`src/rtl/oam_dma.sv`:
```
// OAM DMA engine: snoops CPU writes to DMA_REG and copies LENGTH bytes from
// {page,8'h00} into OAM, reading through a synchronous RAM with one cycle of latency.
module oam_dma #(
  parameter int          LENGTH  = 160,
  parameter logic [15:0] DMA_REG = 16'hFF46
) (
  input  logic        clock,
  input  logic        reset_n,
  input  logic [15:0] cpu_addr,
  input  logic        cpu_wren,
  input  logic [7:0]  cpu_data,
  output logic [15:0] mem_addr,
  output logic        mem_wren,
  input  logic [7:0]  mem_data_out,
  output logic [7:0]  oam_addr,
  output logic        oam_wren,
  output logic [7:0]  oam_data,
  output logic        dma_active,
  output logic [7:0]  dma_reg
);

  typedef enum logic [1:0] {IDLE, START, XFER, DRAIN} state_e;

  localparam logic [7:0] LAST_IDX = 8'(LENGTH - 1);

  state_e      state_q, state_d;
  logic [7:0]  index_q, index_d;
  logic [15:0] base_q, base_d;
  logic [7:0]  dma_reg_q, dma_reg_d;
  logic        wr_pend_q, wr_pend_d;
  logic [7:0]  wr_idx_q, wr_idx_d;
  logic        trigger;
  logic [7:0]  src_hi;

  assign trigger = cpu_wren && (cpu_addr == DMA_REG);
  // Pages E0..FF are echo RAM and alias C0..DF.
  assign src_hi  = (cpu_data >= 8'hE0) ? (cpu_data - 8'h20) : cpu_data;

  always_ff @(posedge clock or negedge reset_n) begin
    if (!reset_n) begin
      state_q <= IDLE;
    end else begin
      state_q <= state_d;
    end
  end

  always_comb begin
    state_d = state_q;
    if (trigger) begin
      state_d = START;
    end else begin
      case (state_q)
        IDLE:    state_d = IDLE;
        START:   state_d = XFER;
        XFER:    state_d = (index_q == LAST_IDX) ? DRAIN : XFER;
        DRAIN:   state_d = IDLE;
        default: state_d = IDLE;
      endcase
    end
  end

  always_ff @(posedge clock or negedge reset_n) begin
    if (!reset_n) begin
      index_q   <= 8'h00;
      base_q    <= 16'h0000;
      dma_reg_q <= 8'h00;
      wr_pend_q <= 1'b0;
      wr_idx_q  <= 8'h00;
    end else begin
      index_q   <= index_d;
      base_q    <= base_d;
      dma_reg_q <= dma_reg_d;
      wr_pend_q <= wr_pend_d;
      wr_idx_q  <= wr_idx_d;
    end
  end

  // A restart drops the read issued in the trigger cycle, so START never writes.
  always_comb begin
    index_d   = index_q;
    base_d    = base_q;
    dma_reg_d = dma_reg_q;
    wr_pend_d = (state_q == XFER) && !trigger;
    wr_idx_d  = index_q;
    if (state_q == START) begin
      index_d = 8'h00;
    end else if (state_q == XFER) begin
      index_d = index_q + 8'd1;
    end
    if (trigger) begin
      dma_reg_d = cpu_data;
      base_d    = {src_hi, 8'h00};
    end
  end

  always_comb begin
    mem_addr   = (state_q == XFER) ? (base_q + {8'h00, index_q}) : 16'h0000;
    mem_wren   = 1'b0;
    oam_wren   = wr_pend_q;
    oam_addr   = wr_pend_q ? wr_idx_q : 8'h00;
    oam_data   = wr_pend_q ? mem_data_out : 8'h00;
    dma_active = (state_q != IDLE);
    dma_reg    = dma_reg_q;
  end

endmodule
```
`config.mk`:
```
export PLATFORM = sky130hd
export DESIGN_NAME = oam_dma
export DESIGN_NICKNAME = d
export VERILOG_FILES = /design/src/rtl/oam_dma.sv
export SDC_FILE = /design/constraint.sdc
export NUM_CORES = 1
export LEC_CHECK = 0
export CAP_MARGIN = 20
export CORE_UTILIZATION = 36
export DETAILED_ROUTE_END_ITERATION = 8
export PLACE_DENSITY_LB_ADDON = 0.12
export SKIP_CTS_REPAIR_TIMING = 1
export SYNTH_ARGS = -nofsm -noshare
export SYNTH_HDL_FRONTEND = slang
export SYNTH_SLANG_ARGS = --single-unit
```
`constraint.sdc`:
```
create_clock -name clock -period 1.45 [get_ports clock]
set_clock_uncertainty 0.1 [all_clocks]
set_input_delay 0.29 -clock clock [delete_from_list [all_inputs] [get_ports clock]]
set_output_delay 0.29 -clock clock [all_outputs]
set_load 0.01 [all_outputs]
```
# Word-level counts from Yosys, hierarchy flattened

Cells that the tools add are included.

Memories kept: 0
Bits of input ports: 35
Logic and storage cells: 31
Register bits after elaboration: 35
Latch bits: 0
Output and inout port bits: 43
ROM bits: 0
RAM bits: 0

$mul: 0
Add/sub/neg operators: 3
Reduce and logical (&&, ||, !) cells: 7
Shifts and indexed selects: 0
Div/mod/pow operators: 0
Equal/unequal tests: 5
Bitwise operators: 0
Muxes and demuxes: 9
Order comparisons: 1

Operators with widths:

| cell                 | count |
|---|---|
| $mux 8               | 5 |
| $add 16x8->16        | 1 |
| $eq 16x16->1 const B | 1 |
| $mux 16              | 1 |
| $add 8x1->8 const B  | 1 |
| $eq 8x8->1 const B   | 1 |
| $ge 8x8->1 const B   | 1 |
| $sub 8x6->8 const B  | 1 |
| $pmux 2 s3           | 1 |
| $eq 2x2->1 const B   | 2 |
| $reduce_bool 2->1    | 2 |
| $eq 2x1->1 const B   | 1 |
| $logic_and 1x1->1    | 2 |
| $logic_not 2->1      | 1 |
| $mux 2               | 1 |
| $reduce_or 2->1      | 1 |
| $logic_not 1->1      | 1 |
| $mux 1               | 1 |

# Longest topological paths before layout

Gate-level depths: netlist of run 1.

Depth in word-level cells: 4
Depth in mapped cells: 6
Mapped depth without buffers: 6

# Worst setup path after synthesis of run 1

OpenSTA, ideal clock, no wires.

Path type: input -> register
Start: in cpu_addr[12]
End: reg dma_reg_q[0], in the netlist dma_reg[0]
Stages: 5
Setup slack: 0.002 ns
Data required time: 1.225 ns
Library setup time: 0.125 ns
Arrival time: 1.223 ns
Path buffers: 1
Cell sequence: nand4_1 -> nor4_4 -> nand4_4 -> buf_6 -> mux2_4

Longest elaborated chain between the ends: 2

Ends and longest elaborated chain:

| element              | RTL line | RTL |
|---|---|---|
| start, declared      | 9        | `input logic [15:0] cpu_addr,` |
| $eq 16x16->1         | 35       | `assign trigger = cpu_wren && (cpu_addr == DMA_REG);` |
| $logic_and 1x1->1    | 35       |  |
| end signal, assigned | 72       | `dma_reg_q <= dma_reg_d;` |
| end, declared        | 29       | `logic [7:0] dma_reg_q, dma_reg_d;` |

Every way passes these cells.
A chain may end at the register's enable or synchronous reset.

# Final worst setup path of run 1

Start: reg state_q[1]
End: out mem_addr[5]

Longest elaborated chain between the ends: 2

Ends and longest elaborated chain:

| element                | RTL line | RTL |
|---|---|---|
| start, declared        | 26       | `state_e state_q, state_d;` |
| start signal, assigned | 43       | `state_q <= state_d;` |
| $eq 2x2->1             | 97       | `mem_addr = (state_q == XFER) ? (base_q + {8'h00, index_q}) : 16'h0000;` |
| $mux 16                | 97       |  |
| end, declared          | 12       | `output logic [15:0] mem_addr,` |

Every way passes these cells.

==> results of run 1 <==
[worst min path at each step]
stage                                 startpoint                endpoint
after CTS                                reset_n    state_q[1]$_DFF_PN0_
after global routing                     reset_n  index_q[0]$_DFFE_PN0P_
after global placement    index_q[0]$_DFFE_PN0P_   wr_idx_q[0]$_DFF_PN0_
after detailed placement  index_q[1]$_DFFE_PN0P_   wr_idx_q[1]$_DFF_PN0_
after floorplan                          reset_n  base_q[13]$_DFFE_PN0P_
final                                    reset_n  index_q[0]$_DFFE_PN0P_
[power groups by stage]
| stage | Clock, mW | Sequential [mW] | Combinational [mW] |
|---|---|---|---|
| 2_1_floorplan | 0 | 1.12 | 0.397 |
| 3_3_place_gp | 0 | 1.09 | 1.10 |
| 3_5_place_dp | 0 | 1.10 | 1.12 |
| 4_1_cts | 0.695 | 1.09 | 1.12 |
| 5_1_grt | 0.736 | 1.12 | 1.17 |
| 6_report | 0.677 | 1.09 | 1.08 |
[cells in the final DEF (no fill, tap or decap), drive strengths merged, types with 2 or more instances in the layout]
| cell | count |
|---|---|
| nand2 | 2 |
| mux2 | 11 |
| a22o | 4 |
| buf | 44 |
| clkdlybuf4s50 | 17 |
| and3 | 5 |
| dfrtp | 30 |
| clkbuf | 28 |
| a31oi | 2 |
| nand2b | 2 |
| ha | 5 |
| nand4 | 3 |
| o21ai | 8 |
| dlymetal6s2s | 25 |
| inv | 8 |
| nor2 | 6 |
| and2 | 34 |
[final cells by class]
| cell class | count | area [um^2] | share of cell area |
|---|---|---|---|
| Multi-Input combinational cell | 92 | 808 | 0.291 |
| Sequential cell | 30 | 753 | 0.271 |
| Inverter | 8 | 30.0 | 0.0108 |
| Clock buffer | 7 | 86.3 | 0.0311 |
| Timing Repair Buffer | 107 | 1030 | 0.372 |
| Tap cell | 50 | 62.6 | 0.0225 |
| Clock inverter | 1 | 5.00 | 0.00180 |
[metal layers]
layer | wire [um] | up-vias | track usage
li1 | - | 672 | -
met1 | 1590 | 651 | 0.183
met2 | 2010 | 58 | 0.262
met3 | 291 | 0 | 0.0500
met4 | 0 | 0 | 0.0391
met5 | 0 | - | 0
[cells by family (layout without fill, tap and decap cells)]
| family | count (synthesis) | after routing | share of synthesized area |
|---|---|---|---|
| AOI/OAI and AO/OA | 17 | 17 | 0.0705 |
| adders and majority gates | 5 | 5 | 0.0401 |
| buffers and inverters | 18 | 123 | 0.0625 |
| DFF | 30 | 30 | 0.481 |
| muxes | 12 | 12 | 0.103 |
| other | 1 | 1 | 0.00240 |
| and+or+nand+nor | 57 | 57 | 0.241 |
[worst max-delay path: stages (launching register included)]
cell     delay [ns]
dfrtp_1        0.42
ha_4           0.20
buf_6          0.13
and2_1         0.13
buf_2          0.13
==> impl_results.md, run 1 <==
- Status: finished, violations left
- Failing checks: setup timing
- Comb pwr share: 0.379
- Gpl congestion: 0.742
- Final WL: 3890 um
- Vias/cell: 4.68
- H-tree levels: 2
- Synthesis Warnings: 0
- DR vias: 1381
- Crit Path Max Fanout: 6
- TritonCTS buffer count: 5
- First-pass iteration count of the detailed router: 4
- Crit path kind: register to primary output
- CP Capture Type: primary output
- Final setup TNS: -4.61 ns
- Clock sinks: 30
- Synth Area per Inst: 11.2 um^2
- Most frequent cells after synthesis: and2_1, dfrtp_1, inv_1, o21ai_0, mux2_4
- Core Util, Final: 0.680
- Area delta synth->final: 77.9%
- Cell taking the most area after synthesis: dfrtp_1
- Routed wire per std cell: 13.2 um
- Clk pwr share: 0.237
- Largest net degree at the start of global routing: 31
- CORE AREA: 4090 um^2
- FF-to-FF Start: state_q[1]$_DFF_PN0_
- CTS tree: yes
- Post-synth EDFFs: 0
- Initial antenna violation count: 0
- Placement Setup Slack: -0.486 ns
- Worst Path Required: 1.06 ns
- Cell Pwr Density: 1030 nW/um^2
- Dominant cell by count in the synthesized netlist: and2_1
- Worst reg2reg endpoint: index_q[7]$_DFFE_PN0P_
- Die Ht: 67.9 um
- Total Power: 2.85 mW
- Crit path from: state_q[1]$_DFF_PN0_
- Starting Density: 0.382
- Distinct cell type count after synthesis: 29
- Number of cells after detailed placement: 282
- Antenna cells: 0
- Fin crit share: 1.15
- RSZ-0062 raised after global routing: true
- Drc violations: 0
- GRT overflow: 0
- Finish-stage setup viols: 39
- Max IR drop VDD: 0.000505 V
- Ys async rst share: 1.00
- Final min period: 1.67 ns
- Vias in the first global route: 1227
- DP Wirelength: 2640 um
- Die X-Extent: 67.9 um
- Main flop type after synthesis: dfrtp_1
- FMAX: 598 MHz
- CP arrival: 1.28 ns
- HP Class: input port to async pin
- Syn nets: 180
- Crit path to: mem_addr[5]
- Filler Cells Inserted: 303
- Design Area, Final: 2780 um^2
- Number of synthesized register bits: 30
- Switching Fraction: 0.287
- Gr usage total: 0.153
- Mapped cell area: 1560 um^2
- Worst hold slack: 0.263 ns
- R2R depth: 7
- Die area: 4600 um^2
- Clock latency at the later pin of the worst-skew pair: 0.28 ns
- Cells after Synth: 140
- Max Slew Vio Count: 0
- Dpl cell area: 2550 um^2
- Post-synthesis sequential area ratio: 0.481
- CTS Buffer Depth: 2
- Max-cap violation count: 0
- Fin nets: 284
- Non-filler cells, final: 295
- P_int: 2.03 mW
- Row cnt: 23
- Clk slew on worst S/H paths: 0.07 ns
- Final worst slack: -0.222 ns
- First-pass GRT wire length: 5220 um
- IO Port Bufs: 76
- Share of cells above drive strength 1: 0.457
- Setup crit start kind: register
- Post-DRT Antenna Nets: 0
- Initial DRC Count: 45
- Number of I/O pins: 78
- Root buffer cell: clkbuf_8
- Area contributors post-synth: dfrtp_1, and2_1, mux2_4
- Sw Pwr: 0.819 mW
- Reg2Reg Setup Slack: -0.14 ns
- Count of final hold-check violations: 0
- Leakage: 1.63 nW
- Area fraction of the dominant cell type after synthesis: 0.481
- Sequential power share: 0.384
No activity file was read; power rests on OpenSTA's default activity.
==> inputs of run 2 (changes only) <==
--- a/config.mk
+++ b/config.mk
@@ -10,6 +10,7 @@
 export DETAILED_ROUTE_END_ITERATION = 8
 export PLACE_DENSITY_LB_ADDON = 0.12
 export SKIP_CTS_REPAIR_TIMING = 1
+export SLEW_MARGIN = 20
 export SYNTH_ARGS = -nofsm -noshare
 export SYNTH_HDL_FRONTEND = slang
 export SYNTH_SLANG_ARGS = --single-unit
==> results of run 2 <==
The final DEF is identical to that of run 1; final timing and power are the same.
